--- src/rtl/nibble_serial_add_ctrl_if.sv ---
// Handshake and operand/result bus for the nibble-serial add/sub controller.
interface nibble_serial_add_ctrl_if #(
  parameter int WORDS = 4
);
  localparam int W = 4 * WORDS;

  logic         start;
  logic         sub;
  logic [W-1:0] op_a;
  logic [W-1:0] op_b;
  logic         ready;
  logic         done;
  logic [W-1:0] result;
  logic         cout;
  logic         ovf;

  modport master (
    output start, sub, op_a, op_b,
    input  ready, done, result, cout, ovf
  );

  modport slave (
    input  start, sub, op_a, op_b,
    output ready, done, result, cout, ovf
  );
endinterface

--- src/rtl/nibble_serial_add_ctrl.sv ---
// Nibble-serial adder/subtractor: one 4-bit ripple-carry adder is reused
// for WORDS passes, LSB nibble first, with the carry kept in a register.

// 4-bit ripple-carry adder, one full adder per bit.
module Ripple_Carry (
  input  logic [3:0] a,
  input  logic [3:0] b,
  input  logic       cin,
  output logic [3:0] sum,
  output logic       cout
);
  logic [4:0] c;

  assign c[0] = cin;

  for (genvar i = 0; i < 4; i++) begin : g_fa
    assign sum[i]  = a[i] ^ b[i] ^ c[i];
    assign c[i+1]  = (a[i] & b[i]) | (c[i] & (a[i] ^ b[i]));
  end

  assign cout = c[4];
endmodule

module nibble_serial_add_ctrl #(
  parameter int WORDS = 4
) (
  input  logic                    clk,
  input  logic                    rst_n,
  nibble_serial_add_ctrl_if.slave bus
);
  localparam int IDX_W = (WORDS > 1) ? $clog2(WORDS) : 1;
  localparam logic [IDX_W-1:0] LAST = IDX_W'(WORDS - 1);

  typedef enum logic [1:0] {IDLE, RUN, DONE} state_t;

  state_t state, state_nxt;

  logic [WORDS-1:0][3:0] a_q, b_q, res_q;
  logic                  sub_q, carry_q, cout_q, ovf_q;
  logic [IDX_W-1:0]      idx;

  logic       accept, step, last, ready_c, done_c;
  logic [3:0] a_n, b_n, sum_n;
  logic       c_out;

  // Current nibble pair; subtraction is A + ~B + 1 with the +1 as carry-in.
  assign a_n  = a_q[idx];
  assign b_n  = sub_q ? ~b_q[idx] : b_q[idx];
  assign last = (idx == LAST);

  Ripple_Carry u_rca (
    .a    (a_n),
    .b    (b_n),
    .cin  (carry_q),
    .sum  (sum_n),
    .cout (c_out)
  );

  // State register.
  always_ff @(posedge clk or negedge rst_n) begin
    if (!rst_n) state <= IDLE;
    else        state <= state_nxt;
  end

  // Next state and handshake outputs; DONE accepts a new start directly.
  always_comb begin
    state_nxt = state;
    ready_c   = 1'b0;
    done_c    = 1'b0;
    accept    = 1'b0;
    step      = 1'b0;
    case (state)
      IDLE: begin
        ready_c = 1'b1;
        if (bus.start) begin
          accept    = 1'b1;
          state_nxt = RUN;
        end
      end
      RUN: begin
        step = 1'b1;
        if (last) state_nxt = DONE;
      end
      DONE: begin
        ready_c = 1'b1;
        done_c  = 1'b1;
        if (bus.start) begin
          accept    = 1'b1;
          state_nxt = RUN;
        end else begin
          state_nxt = IDLE;
        end
      end
      default: state_nxt = IDLE;
    endcase
  end

  // Operand capture on accept, one nibble pass per RUN cycle. The index
  // holds at the last nibble rather than wrapping.
  always_ff @(posedge clk or negedge rst_n) begin
    if (!rst_n) begin
      a_q     <= '0;
      b_q     <= '0;
      res_q   <= '0;
      sub_q   <= 1'b0;
      carry_q <= 1'b0;
      cout_q  <= 1'b0;
      ovf_q   <= 1'b0;
      idx     <= '0;
    end else if (accept) begin
      a_q     <= bus.op_a;
      b_q     <= bus.op_b;
      sub_q   <= bus.sub;
      carry_q <= bus.sub;
      res_q   <= '0;
      cout_q  <= 1'b0;
      ovf_q   <= 1'b0;
      idx     <= '0;
    end else if (step) begin
      res_q[idx] <= sum_n;
      carry_q    <= c_out;
      if (last) begin
        cout_q <= c_out;
        ovf_q  <= (a_n[3] == b_n[3]) && (sum_n[3] != a_n[3]);
      end else begin
        idx <= idx + 1'b1;
      end
    end
  end

  assign bus.ready  = ready_c;
  assign bus.done   = done_c;
  assign bus.result = res_q;
  assign bus.cout   = cout_q;
  assign bus.ovf    = ovf_q;
endmodule

--- src/flat_wrapper.sv ---
// flat-port wrapper written by rule: the top's interface ports become plain ports
module nibble_serial_add_ctrl_flat 
#(
  parameter int WORDS = 4
)
  (clk, rst_n, bus_start, bus_sub, bus_op_a, bus_op_b, bus_ready, bus_done, bus_result, bus_cout, bus_ovf);
  nibble_serial_add_ctrl_if #(.WORDS(WORDS)) bus_i ();
  input  logic clk;
  input  logic rst_n;
  input wire logic [$bits(bus_i.start)-1:0] bus_start;
  input wire logic [$bits(bus_i.sub)-1:0] bus_sub;
  input wire logic [$bits(bus_i.op_a)-1:0] bus_op_a;
  input wire logic [$bits(bus_i.op_b)-1:0] bus_op_b;
  output wire logic [$bits(bus_i.ready)-1:0] bus_ready;
  output wire logic [$bits(bus_i.done)-1:0] bus_done;
  output wire logic [$bits(bus_i.result)-1:0] bus_result;
  output wire logic [$bits(bus_i.cout)-1:0] bus_cout;
  output wire logic [$bits(bus_i.ovf)-1:0] bus_ovf;
  assign bus_i.start = bus_start;
  assign bus_i.sub = bus_sub;
  assign bus_i.op_a = bus_op_a;
  assign bus_i.op_b = bus_op_b;
  assign bus_ready = bus_i.ready;
  assign bus_done = bus_i.done;
  assign bus_result = bus_i.result;
  assign bus_cout = bus_i.cout;
  assign bus_ovf = bus_i.ovf;
  nibble_serial_add_ctrl #(.WORDS(WORDS)) u_core (.clk(clk), .rst_n(rst_n), .bus(bus_i));
endmodule
--- config.mk ---
export PLATFORM = sky130hd
export DESIGN_NAME = nibble_serial_add_ctrl_flat
export DESIGN_NICKNAME = d
export VERILOG_FILES = /design/src/rtl/nibble_serial_add_ctrl_if.sv /design/src/rtl/nibble_serial_add_ctrl.sv /design/src/flat_wrapper.sv
export SDC_FILE = /design/constraint.sdc
export NUM_CORES = 1
export LEC_CHECK = 0
export ABC_CLOCK_PERIOD_IN_PS = 4000
export BUFFER_PORTS_ARGS = -buffer_cell sky130_fd_sc_hd__buf_2
export CAP_MARGIN = 20
export CORE_ASPECT_RATIO = 0.5
export CORE_MARGIN = 8
export CORE_UTILIZATION = 30
export DETAILED_ROUTE_END_ITERATION = 10
export GPL_TIMING_DRIVEN = 0
export MAX_ROUTING_LAYER = met4
export PLACE_DENSITY = 0.56
export REMOVE_ABC_BUFFERS = 1
export SYNTH_ARGS = -nofsm -noshare
export SYNTH_HDL_FRONTEND = slang
export SYNTH_SLANG_ARGS = --single-unit
export TNS_END_PERCENT = 1
--- constraint.sdc ---
create_clock -name clk -period 4 [get_ports clk]
set_clock_uncertainty 0.1 [all_clocks]
set_input_delay 0.8 -clock clk [delete_from_list [all_inputs] [get_ports clk]]
set_output_delay 0.8 -clock clk [all_outputs]
set_load 0.02 [all_outputs]
==> reports/qor.yml <==
yosys:
  synth_flop_cell: "dfrtp_1"
  synth_top_area_share_pct: 54.4
  ys_types: 25
  synth_edf_count: 0
  synth_area_leaders: "dfrtp_1, nand2_1, mux4_2"
  syn-instance-count: 249
  synth.avg_cell_area_um2: 10.3
  yosysTopAreaCell: "dfrtp_1"
  seq_area_frac_synth_pct: 54.4
  ys_ff_latch: 56
  synthArstFlopShare_pct: 100
  netlist_area_um2: 2580
  ys_warn_count: 0
worst_setup_path:
  path_cells: "mux4_2 -> xor2_1 -> fa_1 -> fa_1 -> inv_1 -> fa_1 -> fa_1 -> nor2_1 -> a22o_1"
  slowest_delay_ns: 0.81
  cpMostUsedCell: "fa_1"
  critPathBufInv: 1
  start_kind: "flop"
  worstSetupPathType: "flop to flop"
  crit_arrival_ns: 3.83
  r2r_slack_ns: 0.30
  critPathRequiredTime_ns: 4.13
  r2r-start: "u_core.idx[0]"
  crit_fanout: 13
  cp_top_family: "adder cells"
  slowest_stage: "dfrtp_1"
  critPathCaptureType: "flop"
  crit_start: "u_core.idx[0]"
routing:
  drtAntennaViolNets: 0
  drc: 0
  vias: 1841
  post_drt_via_cell_ratio: 4.41
  dr.pass1.iters: 4
  wl_per_cell_um: 14.0
  wl_mm: 5.83
  first_iter_violations: 142
layout:
  finish.utilization_pct: 36.7
  final_cell_mix: "nand2_1, dfrtp_1, buf_2"
  final_common_cell: "nand2_1"
  drive_gt1_share_pct: 24.7
  fill_cells: 893
  antenna_cells: 0
  fin_nets: 345
  area_growth_syn_to_layout_pct: 21.4
hold_path:
  hp-class: "flop to flop"
  hp-start: "u_core.b_q[8]"
global_routing:
  grt_max_degree: 35
  antenna_found_initial: 0
  track_usage_pct: 10.2
  grt_pass1_wl_mm: 9.45
  grt_pass1_vias: 1943
  grt-ovfl-total: 0
die:
  die_w_um: 147
  placementRows: 24
  core_area_um2: 8530
  design.die.area_um2: 12000
  floorplan.initialDensity_pct: 30.2
  pin_count: 56
  fp.dieH_um: 81.5
run:
  max_cap_violations: 0
run_status:
  status: "finished clean"
timing:
  holdWs_ns: 0.372
  worst_pin_slew_ns: 0.767
  slew_headroom_pct: 48.6
  tns_ns: 0
  slew_violations: 0
  setup_viol_count_final: 0
  finalHoldViolCount: 0
  rsz0062_at_grt: "false"
  fin_crit_ns: 3.70
  fmaxAchievable_mhz: 270
  fin_crit_sh_pct: 92.6
clock_network:
  clock_sink_count: 56
  clk_pin_slew_ns: 0.07
  ctsHoldBuffers: 0
  cts_tree: "done"
  h-tree-depth: 2
  post-cts-setup-buffer-count: 0
  ctsResizeCount: 0
  clock_path_buffers: 2
  clock_latency_ns: 0.29
  clock-root-buffer: "clkbuf_16"
  cts_made_buffers: 5
placement:
  io_buffers: 55
  place_hpwl_mm: 4.44
  gp_congestion: 0.699
pwr:
  p_per_area_nw_per_um2: 947
  peakVddDrop_mv: 0.308
  leakagePower_nw: 1.64
[per-stage QoR]
step                      power, mW  cell area, um^2  setup WS (ns)  std cells
after floorplan                2.06             2510          0.665        235
after global placement         2.49             2930          0.234        407
after detailed placement       2.58             2990          0.244        410
after CTS                      3.00             3130          0.224        417
after global routing           3.21             3130         0.0504        417
final                          2.96             3130          0.296        417
[cell usage after synthesis, types with 3 or more instances]
cell      count
a22o_1        6
nand2_1     100
clkbuf_1      6
a32o_1        6
ha_1          5
fa_1          4
nor2b_1       6
mux4_2        8
dfrtp_1      56
buf_2         7
inv_1        10
nor2_1        4
o21ai_0       6
xor2_1        4
nand3_1       7
mux2i_1       3
[area by class of cell]
| cell class | instances | area [um^2] | area share (%) |
|---|---|---|---|
| clock buffer | 6 | 129 | 4.12 |
| clock inverter | 1 | 5.00 | 0.160 |
| inverter | 10 | 37.5 | 1.20 |
| multi-input combinational | 169 | 1070 | 34.2 |
| sequential | 56 | 1400 | 44.8 |
| tap | 117 | 146 | 4.68 |
| timing repair buffer | 58 | 338 | 10.8 |
[worst reg2reg max path, delay by kind of cell (launching register included)]
family	cells	cell delay (ns)
DFF	1	0.81
and+or+nand+nor	1	0.27
muxes	1	0.63
adders and majority gates	4	1.42
buffers and inverters	1	0.08
xor gates and xnor gates	1	0.17
AOI/OAI and AO/OA	1	0.17
[state kept, by name, indices dropped and copies added, names as in the netlist]
signal and cells:
u_core.carry_q 1, u_core.sub_q 1, u_core.idx 2, u_core.b_q 16, u_core.bus.ovf 1, u_core.bus.cout 1
u_core.bus.result 16, u_core.a_q 16, u_core.state 2
[cell families after synthesis]
kind of cell | count (synthesis) | synth area share [%]
AND/OR/NAND/NOR | 119 | 18.5
AO/OA/AOI/OAI | 24 | 7.24
XOR/XNOR | 6 | 2.04
adder cells (fa/ha/maj) | 9 | 5.54
flip-flops | 56 | 54.4
multiplexers | 11 | 8.16
buffers and inverters | 24 | 4.13
[where the power goes]
group	switching, mW	total [mW]	internal, mW
clock	0.187	0.415	0.228
combinational	0.864	1.53	0.663
sequential	0.206	1.02	0.814
[final timing paths]
check,to,depth (start not counted)
setup / recovery,u_core.bus.result[11],9
hold / removal,u_core.b_q[8],2
setup reg to reg,u_core.bus.result[11],9
hold reg to reg,u_core.b_q[8],2
max in group asynchronous,u_core.a_q[4],2
min in group asynchronous,u_core.a_q[2],1
[metal layers]
layer,wire (um),vias to the layer above,GRT usage (%)
met1,2800,894,12.6
met5,0,-,-
met3,117,5,1.81
met2,2860,30,17.2
li1,-,912,-
met4,61,0,3.03
(Power assumes the default switching activity.)
